==> src/rtl/dart_match.sv <==
// Two-player dart match controller: alternating A/B throws over a valid/ready handshake,
// per-round comparison, saturating totals and a match winner. Optional DART_BULLSEYE_BONUS_EN.
module dart_match #(
  parameter int COORD_W = 2,
  parameter int ROUNDS  = 5,
  parameter int SCORE_W = 8
) (
  input  logic                         clk,
  input  logic                         rst_n,
  input  logic                         start,
  input  logic                         throw_valid,
  input  logic [COORD_W-1:0]           throw_x,
  input  logic [COORD_W-1:0]           throw_y,
  output logic                         throw_ready,
  output logic                         turn,
  output logic [COORD_W:0]             last_points,
  output logic [$clog2(ROUNDS+1)-1:0]  round_cnt,
  output logic [SCORE_W-1:0]           score_a,
  output logic [SCORE_W-1:0]           score_b,
  output logic [$clog2(ROUNDS+1)-1:0]  wins_a,
  output logic [$clog2(ROUNDS+1)-1:0]  wins_b,
  output logic                         round_valid,
  output logic [1:0]                   round_result,
  output logic                         done,
  output logic [1:0]                   winner
);

  localparam int CNT_W = $clog2(ROUNDS+1);
  localparam int PW    = COORD_W + 1;
  localparam int SUM_W = ((SCORE_W > PW) ? SCORE_W : PW) + 1;
  localparam int PMAX  = (1 << COORD_W) - 1;

  // Handshake: a throw transfers on a rising edge where throw_valid and throw_ready are
  // both high; throw_ready depends only on state, never on throw_valid.
  typedef enum logic [2:0] {
    S_IDLE   = 3'd0,
    S_WAIT_A = 3'd1,
    S_WAIT_B = 3'd2,
    S_EVAL   = 3'd3,
    S_DONE   = 3'd4
  } state_t;

  state_t state, state_nxt;

  logic [PW-1:0]      pa, pb;
  logic [PW-1:0]      points;
  logic [COORD_W-1:0] coord_max;
  logic               accept;
  logic [CNT_W-1:0]   round_cnt_inc;
  logic [CNT_W-1:0]   wins_a_nxt, wins_b_nxt;
  logic [1:0]         winner_nxt;
  logic               last_round;

  function automatic logic [SCORE_W-1:0] sat_add(input logic [SCORE_W-1:0] s,
                                                 input logic [PW-1:0]      p);
    logic [SUM_W-1:0] sum;
    logic [SUM_W-1:0] smax;
    sum  = SUM_W'(s) + SUM_W'(p);
    smax = SUM_W'({SCORE_W{1'b1}});
    if (sum > smax) return {SCORE_W{1'b1}};
    return sum[SCORE_W-1:0];
  endfunction

  always_comb begin
    coord_max = (throw_x > throw_y) ? throw_x : throw_y;
    points    = PW'(PMAX) - PW'(coord_max);
`ifdef DART_BULLSEYE_BONUS_EN
    if (coord_max == '0) points = PW'(2 * PMAX);
`endif
  end

  assign accept        = throw_valid & throw_ready;
  assign round_cnt_inc = round_cnt + CNT_W'(1);
  assign last_round    = (round_cnt_inc == CNT_W'(ROUNDS));
  assign done          = (state == S_DONE);

  always_comb begin
    state_nxt    = state;
    throw_ready  = 1'b0;
    turn         = 1'b0;
    round_valid  = 1'b0;
    round_result = 2'b00;
    case (state)
      S_IDLE, S_DONE: begin
        if (start) state_nxt = S_WAIT_A;
      end
      S_WAIT_A: begin
        throw_ready = 1'b1;
        if (accept) state_nxt = S_WAIT_B;
      end
      S_WAIT_B: begin
        throw_ready = 1'b1;
        turn        = 1'b1;
        if (accept) state_nxt = S_EVAL;
      end
      S_EVAL: begin
        round_valid = 1'b1;
        if (pa > pb)      round_result = 2'b01;
        else if (pb > pa) round_result = 2'b10;
        else              round_result = 2'b11;
        state_nxt = last_round ? S_DONE : S_WAIT_A;
      end
      default: state_nxt = S_IDLE;
    endcase
  end

  // Winner is decided from the wins as they will be after this EVAL; scores are stable here.
  always_comb begin
    wins_a_nxt = wins_a + CNT_W'(round_result == 2'b01);
    wins_b_nxt = wins_b + CNT_W'(round_result == 2'b10);
    if (wins_a_nxt > wins_b_nxt)      winner_nxt = 2'b01;
    else if (wins_b_nxt > wins_a_nxt) winner_nxt = 2'b10;
    else if (score_a > score_b)       winner_nxt = 2'b01;
    else if (score_b > score_a)       winner_nxt = 2'b10;
    else                              winner_nxt = 2'b11;
  end

  always_ff @(posedge clk or negedge rst_n) begin
    if (!rst_n) begin
      state       <= S_IDLE;
      pa          <= '0;
      pb          <= '0;
      last_points <= '0;
      round_cnt   <= '0;
      score_a     <= '0;
      score_b     <= '0;
      wins_a      <= '0;
      wins_b      <= '0;
      winner      <= '0;
    end else begin
      state <= state_nxt;
      case (state)
        S_IDLE, S_DONE: begin
          if (start) begin
            pa          <= '0;
            pb          <= '0;
            last_points <= '0;
            round_cnt   <= '0;
            score_a     <= '0;
            score_b     <= '0;
            wins_a      <= '0;
            wins_b      <= '0;
            winner      <= '0;
          end
        end
        S_WAIT_A: begin
          if (accept) begin
            last_points <= points;
            pa          <= points;
            score_a     <= sat_add(score_a, points);
          end
        end
        S_WAIT_B: begin
          if (accept) begin
            last_points <= points;
            pb          <= points;
            score_b     <= sat_add(score_b, points);
          end
        end
        S_EVAL: begin
          wins_a    <= wins_a_nxt;
          wins_b    <= wins_b_nxt;
          round_cnt <= round_cnt_inc;
          if (last_round) winner <= winner_nxt;
        end
        default: ;
      endcase
    end
  end

endmodule

==> config.mk <==
export PLATFORM = sky130hd
export DESIGN_NAME = dart_match
export DESIGN_NICKNAME = d
export VERILOG_FILES = /design/src/rtl/dart_match.sv
export SDC_FILE = /design/constraint.sdc
export NUM_CORES = 1
export LEC_CHECK = 0
export CORE_MARGIN = 5
export CORE_UTILIZATION = 53
export DETAILED_ROUTE_END_ITERATION = 16
export GPL_TIMING_DRIVEN = 1
export PLACE_DENSITY = 0.81
export SLEW_MARGIN = 20
export SYNTH_ARGS = -nofsm -noshare
export SYNTH_HDL_FRONTEND = slang
export SYNTH_SLANG_ARGS = --single-unit
==> constraint.sdc <==
create_clock -name clk -period 3 [get_ports clk]
set_input_delay 0.45 -clock clk [delete_from_list [all_inputs] [get_ports clk]]
set_output_delay 0.45 -clock clk [all_outputs]
set_load 0.01 [all_outputs]
==> run metrics, run 1 <==
DRC 0; Worst Setup End Kind flip-flop; Post-Syn Area per Cell 8.996 µm²; Worst-Margin Slew 809.5 ps; Final Power 0.002374 W; switch share 40.84%; FF+latch count, synth 36; fin crit share 96.15%; gr ovfl total 0; Clock Sinks 36; Vias 2170; Total GRT Usage 19.83%; Final Instance Area 3108 µm²; Initial Util 55.19%; Placed Instance Area 2922 µm²; part of the Yosys area used for sequential elements 37.23%; number of global-route vias before repair 2097; largest cells by area after synthesis dfrtp_1 (37%), ha_1 (13%), a21oi_1 (5.0%); initial antenna violation count 0; per-cell routed wire length 15.34 µm; H-tree levels 2; P per Cell Area 763.9 nW/µm²; P_sw 0.0009697 W; cell-internal power 0.001404 W; FP Rows 24; RR Startpoint pb[1]; Critical Path Source throw_x[1]; Routed Antenna Nets 0; cell taking the most area after synthesis dfrtp_1; Post-Route Setup TNS 0 ps; CTS Buf Count 5; peak supply drop 481.8 µV; kind of critical path primary input to flip-flop; CTS tree done; Post-Synthesis Cell Area 2420 µm²; DIE WIDTH 77.57 µm; Final setup viols 0; fin util 70.89%; Buffers on Ports 42; critical hold path startpoint pa[0]; slew margin rel. 46.03%; Slew Limit Fails 0; Clock Latency Late Sink 290 ps; Fillers 343; # IOs 44; f_max 346.7 MHz; hold slack 489.8 ps; first-pass GRT wire length 9777 µm; min Tclk post-route 2884 ps; WL final 5782 µm; die height 77.57 µm; top_reg_cell synth dfrtp_1; Synth top area share 37.23%; core region area 4384 µm²; Initial DRC Count 119; CP required 3220 ps; status completed; max-cap violations 0; number of synthesized flops with an enable pin 0; vias per cell 5.756; DP HPWL 4179 µm; clock share of power 15.1%; Max clock buf depth 2; Gate power share 54.9%; Synth warnings 0; n_diodes 0; Post-CTS Hold Fix Bufs 0; iteration count of the initial detailed-routing pass 4; Final #Nets 360; die area 6017 µm²; clock slew seen by the registers of the worst setup and hold paths 70 ps; CP arrival 3100 ps; Synth Net Count 305; Synth-to-Final Area Change 28.44%; leak pwr 1.447 nW; worst-path fanout max 5; largest net degree at the start of global routing 37; Cells after Synth 269; final hold vios 0; Yosys cell types 49; root buf cell clkbuf_8; clk_skew 4.767 ps; Setup crit start kind primary input; Routability Congestion 0.8251; Min-Delay Path Class flip-flop to flip-flop; Sequential Power Share 30.0%; share of post-route cells with drive strength above 1 12.31%; Async S/R FF share, synth 100.0%
==> worst max-delay path, stage by stage <==
cell and delay (ps):
clkdlybuf4s50_1 480, inv_1 70, ha_4 270, nor2_1 50, o22ai_2 120, mux2i_2 270
buf_4 160, ha_1 150, inv_1 50, fa_2 360, or3_4 420, nor2b_1 150
o21ai_1 100
==> metrics by stage <==
step,setup WS [ps],std cells
5_1_grt,-7.134,377
6_report,115.6,377
2_1_floorplan,241.7,269
3_5_place_dp,-385.1,364
4_1_cts,10.32,373
3_3_place_gp,-288.4,364
==> cells in the final DEF (no fill, tap or decap), types with 9 or more instances in the layout <==
cell type,netlist,routed
inv_1,28,27
a21oi_1,24,22
dfrtp_1,36,36
nand2_1,25,24
buf_4,2,14
nor2_1,16,16
nand3_1,10,10
o21ai_0,19,17
ha_1,26,24
clkdlybuf4s50_1,0,41
a22o_1,9,9
==> state kept, by name (all words and copies together), names as in the netlist, 3 cells and up <==
signal and count:
wins_b 3, round_cnt 3, score_a 8, state 3, wins_a 3, score_b 8
==> final timing paths <==
path	to	slack [ps]	cells past startpoint
worst max register to register	winner[0]	230	12
worst max-delay path	score_b[0]	120	13
max in group asynchronous	pb[1]	2080	2
worst min-delay path	pa[0]	490	2
min in group asynchronous	wins_b[2]	590	2
worst min register to register	pa[0]	490	2
==> area by class of cell <==
cell class                      instances  area (µm²)  share of cell area (%)
Inverter                               29       111.4                   3.583
Sequential cell                        36       900.9                   28.99
Tap cell                               52       65.06                   2.093
Timing Repair Buffer                   56       524.3                   16.87
Clock inverter                          1       7.507                  0.2415
Multi-Input combinational cell        196        1413                   45.45
Clock buffer                            7       86.33                   2.778
==> power by group through the flow <==
| stage | combinational (W) | clock, W | sequential (W) |
|---|---|---|---|
| floorplan | 0.000802 | 0 | 0.000720 |
| global placement | 0.00122 | 0 | 0.000712 |
| detailed placement | 0.00124 | 0 | 0.000719 |
| CTS | 0.00126 | 0.000372 | 0.000711 |
| global route | 0.00146 | 0.000393 | 0.000731 |
| finish | 0.00130 | 0.000360 | 0.000711 |
==> layer usage <==
layer  global-route usage [%]  routed length (µm)
met5                        0                   0
met4                    6.873                  97
met3                    4.861                 323
met2                    30.05                2726
met1                    27.69                2635
==> logic make-up after synthesis <==
group | Yosys count | synth area share (%)
xor gates and xnor gates | 3 | 1.086
buffers and inverters | 37 | 6.722
AOI/OAI and AO/OA | 80 | 21.15
muxes | 2 | 0.8273
and+or+nand+nor | 82 | 17.74
adders and majority gates | 28 | 15.10
other | 1 | 0.1550
DFF | 36 | 37.23
==> synthesized netlist by cell type (3+ instances only) <==
cell type / count
buf_2: 5
nand2_1: 25
nand2b_1: 4
ha_1: 26
nor2_1: 16
dfrtp_1: 36
o21ai_0: 19
inv_1: 28
a22o_1: 9
a21o_1: 6
nand4_1: 3
nand3_1: 10
a21oi_1: 24
and2_1: 3
nor3_1: 4
nor2b_1: 5
o22a_1: 3
o21ai_1: 4
==> repair_timing <==
action | 4_1_cts | 5_1_grt
setup endpoints to repair | 11 | 16
resized for setup | 8 | 9
pin swaps | 3 | 6
setup buffers | 1 | 4
Power figures use the tool's default switching activity.
==> run 2: changes to the inputs <==
--- a/config.mk
+++ b/config.mk
@@ -5,11 +5,13 @@
 export SDC_FILE = /design/constraint.sdc
 export NUM_CORES = 1
 export LEC_CHECK = 0
+export CORE_ASPECT_RATIO = 0.8
 export CORE_MARGIN = 5
 export CORE_UTILIZATION = 53
 export DETAILED_ROUTE_END_ITERATION = 16
 export GPL_TIMING_DRIVEN = 1
 export PLACE_DENSITY = 0.81
+export SKIP_CTS_REPAIR_TIMING = 1
 export SLEW_MARGIN = 20
 export SYNTH_ARGS = -nofsm -noshare
 export SYNTH_HDL_FRONTEND = slang
==> run 2 against run 1 <==
Clock power decreased by 6.7%; maximum frequency increased by 2.7%; final area increased by 1.1%; critical endpoint is now winner[0].
==> run metrics, run 2 (synthesis results as in run 1) <==
DRC 0 (unchanged); cell-internal power 0.001389 W (-1.1%); max-cap violations 0 (unchanged); per-cell routed wire length 16.18 µm (+5.5%); status completed; first-pass GRT wire length 9839 µm (+0.63%); FP Rows 22 (-8.3%); number of global-route vias before repair 2169 (+3.4%); Sequential Power Share 30.2% (+0.2 points); share of post-route cells with drive strength above 1 14.20% (+1.9 points); CP required 3190 ps (-30 ps); Fillers 356 (+3.8%); commonest non-fill, non-tap cells in the layout clkdlybuf4s50_1 (38), dfrtp_1 (36), inv_1 (25); # IOs 44 (unchanged); core region area 4514 µm² (+3.0%); initial antenna violation count 0 (unchanged); cell mode on critical path ha_1; f_max 356.1 MHz (+2.7%); Routability Congestion 0.8775 (+6.4%); fin crit share 93.61% (-2.5 points); CP Buf/Inv Count 1 (-3); final hold vios 0 (unchanged); clock slew seen by the registers of the worst setup and hold paths 70 ps (about the same); clk_skew 8.670 ps (+3.902 ps); CP arrival 3000 ps (-100 ps); critical path, cell by cell inv_2 > ha_4 > a21oi_2 > a21oi_1 > and2_1 > ha_1 > ha_1 > ha_1 > nor2b_1 > o21ai_1 > and2_4 > a2111oi_2 > o21ba_1; vias per cell 5.750 (-0.10%); Final setup viols 0 (unchanged); min Tclk post-route 2808 ps (-76.17 ps); Max clock buf depth 2 (unchanged); CTS tree done; slew margin rel. 42.18% (-3.9 points); switch share 41.90% (+1.1 points); Slowest-stage cell, CP dfrtp_1; leak pwr 1.492 nW (+3.1%); Worst-Margin Slew 867.3 ps (+57.79 ps); family with the most delay on the worst path adder cells; largest net degree at the start of global routing 37 (unchanged); Gate power share 55.8% (+0.9 points); WL final 6215 µm (+7.5%); Buffers on Ports 42 (unchanged); kind of critical path flip-flop to flip-flop; P_sw 0.001002 W (+3.3%); root buf cell clkbuf_8; commonest non-fill, non-tap cell in the layout clkdlybuf4s50_1; Slew Limit Fails 0 (unchanged); Setup crit start kind flip-flop; Vias 2208 (+1.8%); RSZ-0062 raised after global routing no; Post-Route Setup TNS 0 ps (unchanged); worst-path fanout max 3 (-2); peak supply drop 456.7 µV (-5.2%); Routed Antenna Nets 0 (unchanged); P per Cell Area 761.0 nW/µm² (-0.38%); biggest regs score_a x8, score_b x8; Initial DRC Count 98 (-18%); Total GRT Usage 20.34% (+0.50 points); Min-Delay Path Class flip-flop to flip-flop; R2R Setup Slk 190 ps (-40 ps); n_diodes 0 (unchanged); Clock Latency Late Sink 290 ps (about the same); H-tree levels 2 (unchanged); die area 6025 µm² (+0.14%); DIE WIDTH 85.55 µm (+10%); Synth-to-Final Area Change 29.83%; DP HPWL 4398 µm (+5.2%); gr ovfl total 0 (unchanged); Clock Sinks 36 (unchanged); Critical Path Max Stage Delay 380 ps (-100 ps); clock share of power 14.0% (-1.1 points); Multi-input gate area 1441 µm² (+2.0%); Initial Util 53.60% (-1.6 points); register area 900.9 µm² (unchanged); Final #Nets 360 (unchanged); iteration count of the initial detailed-routing pass 4 (unchanged); die height 70.44 µm (-9.2%); Final Power 0.002391 W (+0.70%); Worst Setup End Kind flip-flop; CTS Buf Count 5 (unchanged)
## run 2: cell count changes in the layout (fill, tap and decap cells not counted), sizes merged
cell / change
dlymetal6s2s: +4
clkinv: +1
dlygate4sd2: -1
clkbuf: -1
clkinvlp: -1
clkdlybuf4s50: -3
## run 2: path summary, 6_finish.rpt
path | start | end | cells past startpoint
worst max-delay path | pa[1] | winner[0] | 13
worst min-delay path | pa[0] | pa[0] | 2
worst max register to register | pa[1] | winner[0] | 13
worst min register to register | pa[0] | pa[0] | 2
max in group asynchronous | rst_n | score_b[7] | 2
min in group asynchronous | rst_n | score_b[6] | 2
## run 2: layout make-up
cell class | instances | area share [%]
clock buffer | 6 | 2.310
clock inverter | 1 | 0.1593
inverter | 29 | 3.544
multi-input combinational | 196 | 45.88
sequential | 36 | 28.67
tap | 60 | 2.389
timing repair buffer | 56 | 17.05
## run 2: power by group through the flow
stage / Clock (W) / Combinational [W] / Sequential [W]
detailed placement: 0 / 0.00125 / 0.000724
global route: 0.000355 / 0.00147 / 0.000740
global placement: 0 / 0.00122 / 0.000718
finish: 0.000336 / 0.00133 / 0.000722
CTS: 0.000338 / 0.00126 / 0.000716
floorplan: 0 / 0.000802 / 0.000720
## run 2: metrics by stage
| stage | std cells | util [%] | hold WS, ps | setup slack [ps] | area [µm²] |
|---|---|---|---|---|---|
| finish | 384 | 69.60 | 489.8 | 191.8 | 3142 |
| global route | 384 | 69.60 | 528.0 | 33.51 | 3142 |
| CTS | 382 | 67.16 | 490.6 | -87.06 | 3032 |
| detailed placement | 375 | 65.44 | 471.2 | -390.1 | 2954 |
| global placement | 375 | 65.44 | 461.2 | -263.9 | 2954 |
| floorplan | 269 | - | 154.4 | 241.7 | 2420 |
## run 2: worst min-delay path, stage by stage, from the launching register on
cell	delay, ps
dfrtp_1	350
nand2_1	60
nand2_1	50
## run 2: layer usage
metal	vias to the layer above	share of wire, %	GRT usage (%)
met5	-	0	0
met4	0	1.7	7.381
met3	13	5.1	4.599
met2	65	47	31.38
met1	1074	46	27.82
li1	1056	-	-
==> run 3: changes to the inputs <==
--- a/config.mk
+++ b/config.mk
@@ -7,10 +7,10 @@
 export LEC_CHECK = 0
 export CORE_ASPECT_RATIO = 0.8
 export CORE_MARGIN = 5
-export CORE_UTILIZATION = 53
+export CORE_UTILIZATION = 48
 export DETAILED_ROUTE_END_ITERATION = 16
 export GPL_TIMING_DRIVEN = 1
-export PLACE_DENSITY = 0.81
+export PLACE_DENSITY = 0.77
 export SKIP_CTS_REPAIR_TIMING = 1
 export SLEW_MARGIN = 20
 export SYNTH_ARGS = -nofsm -noshare
==> constraint.sdc (replaced) <==
create_clock -name clk -period 2.3 [get_ports clk]
set_input_delay 0.345 -clock clk [delete_from_list [all_inputs] [get_ports clk]]
set_output_delay 0.345 -clock clk [all_outputs]
set_load 0.01 [all_outputs]
==> run 3 against run 2 <==
Largest power group unchanged; via count increased by 1.6%; combinational power up 59%; core utilization shrank 0.64 points; final area increased by 8.6%; worst setup slack worse by 520 ps; critical endpoint unchanged; sequential share of layout area fell by 2.3 points; non-clock buffer count grew 16; the run now ends with setup timing left; flip-flop and latch count did not move.
==> run metrics, run 3 (synthesis results as in run 1) <==
n_diodes 0 (unchanged); Total GRT Usage 20.22% (-0.12 points); biggest regs score_a x8, score_b x8; DIE WIDTH 89.38 µm (+4.5%); final hold vios 0 (unchanged); root buf cell clkbuf_8; largest net degree at the start of global routing 37 (unchanged); R2R Setup Slk -330 ps (-520 ps); failing checks setup timing; Setup crit start kind flip-flop; Vias 2244 (+1.6%); min Tclk post-route 2631 ps (-176.9 ps); f_max 380.0 MHz (+6.7%); core region area 4950 µm² (+9.6%); Buffers on Ports 42 (unchanged); CTS tree done; max-cap violations 0 (unchanged); family with the most delay on the worst path adder cells; critical path, cell by cell ha_4 > a21oi_4 > a21oi_2 > and2_1 > ha_2 > ha_4 > xor2_2 > ha_1 > o21ai_2 > and2_4 > a2111oi_4 > o21ba_1; Synth-to-Final Area Change 41.05%; first-pass GRT wire length 10160 µm (+3.2%); Initial Util 48.89% (-4.7 points); met1 GRT Util 29.52% (+1.7 points); GR peak layer met1; per-cell routed wire length 15.58 µm (-3.8%); Clock Latency Late Sink 290 ps (about the same); die area 6570 µm² (+9.0%); clk_skew 4.820 ps (-3.850 ps); gr ovfl total 0 (unchanged); vias per cell 5.568 (-3.2%); Final WS setup -331.3 ps (-523.1 ps); H-tree levels 2 (unchanged); DRC 0 (unchanged); commonest non-fill, non-tap cells in the layout clkdlybuf4s50_1 (36), dfrtp_1 (36), buf_4 (29); clock slew seen by the registers of the worst setup and hold paths 70 ps (about the same); Min-Delay Path Class primary input to asynchronous set/reset pin; Critical Path Max Stage Delay 420 ps (+40 ps); CTS Buf Count 5 (unchanged); RR Startpoint pb[1]; die height 73.51 µm (+4.4%); Max clock buf depth 2 (unchanged); RSZ-0062 raised after global routing yes; leak pwr 1.597 nW (+7.0%); Multi-input gate area 1565 µm² (+8.6%); P per Cell Area 1026 nW/µm² (+35%); initial antenna violation count 0 (unchanged); WL final 6277 µm (+1.0%); number of global-route vias before repair 2116 (-2.4%); Final #Nets 376 (+4.4%); Worst Setup End Kind flip-flop; Clock Sinks 36 (unchanged); worst-path fanout max 3 (unchanged); # IOs 44 (unchanged); CP required 2480 ps (-710 ps); kind of critical path flip-flop to flip-flop; fin crit share 114.4% (+21 points); Fillers 397 (+12%); peak supply drop 713.3 µV (+56%); FP Rows 23 (+4.5%); Routed Antenna Nets 0 (unchanged); CP Buf/Inv Count 0 (-1); register area 900.9 µm² (unchanged); CP arrival 2810 ps (-190 ps); FF-to-FF End winner[0]; Routability Congestion 0.8572 (-2.3%); Initial DRC Count 99 (+1.0%); worst slack at placement -949.4 ps (-559.3 ps); slew margin rel. 61.32% (+19 points); met2 usage 29.27% (-2.1 points); Worst-Margin Slew 576.7 ps (-290.6 ps); Final setup viols 9 (+9); iteration count of the initial detailed-routing pass 4 (unchanged); status finished with violations; Slowest-stage cell, CP dfrtp_1; DP HPWL 4623 µm (+5.1%); cell mode on critical path ha_4; share of post-route cells with drive strength above 1 24.63% (+10 points); Register-to-Register Path Depth 12 (-1); GR met3 Demand/Resource 4.148% (-0.45 points); Slew Limit Fails 0 (unchanged); hold slack 475.5 ps (-14.27 ps)
==> run 3: cell count changes in the layout (fill, tap and decap cells not counted), sizes merged <==
cell,delta
buf,+18
clkbuf,+4
clkdlybuf4s50,-2
clkinv,-1
dlymetal6s2s,-2
==> run 3: worst max-delay path by stage <==
stage,depth (start not counted),start,end
after floorplan,13,pa[1],winner[0]
after global placement,13,throw_x[0],score_a[6]
after detailed placement,13,throw_x[0],score_a[6]
after CTS,13,throw_x[0],score_a[6]
after global routing,12,pb[1],winner[0]
final,12,pb[1],winner[0]
==> run 3: layout make-up <==
type / count / share of cell area (%)
Multi-Input combinational cell: 196 / 45.86
Clock buffer: 8 / 2.639
Timing Repair Buffer: 72 / 19.21
Sequential cell: 36 / 26.39
Inverter: 29 / 3.629
Tap cell: 62 / 2.273
==> run 3: metal layers <==
metal / vias to the layer above / wire, µm
met5: - / 0
met2: 67 / 2890
met1: 1073 / 2950
met4: 0 / 104
met3: 11 / 332
li1: 1093 / -
==> run 3: through the flow <==
step	TNS [ps]	utilization [%]	cells	total power (W)	area, µm²
2_1_floorplan	-2015	-	269	0.002067	2547
3_3_place_gp	-13150	64.43	391	0.002764	3189
3_5_place_dp	-14500	64.43	391	0.002827	3189
4_1_cts	-9790	66.25	399	0.003312	3279
5_1_grt	-1629	68.96	403	0.003768	3413
6_report	-818.6	68.96	403	0.003501	3413
==> run 3: power breakdown <==
part	switching, W	internal, W	total, W
registers	0.000144	0.000776	0.000920
clock network	0.000224	0.000244	0.000468
logic	0.00104	0.00107	0.00211
total	0.00141	0.00209	0.00350
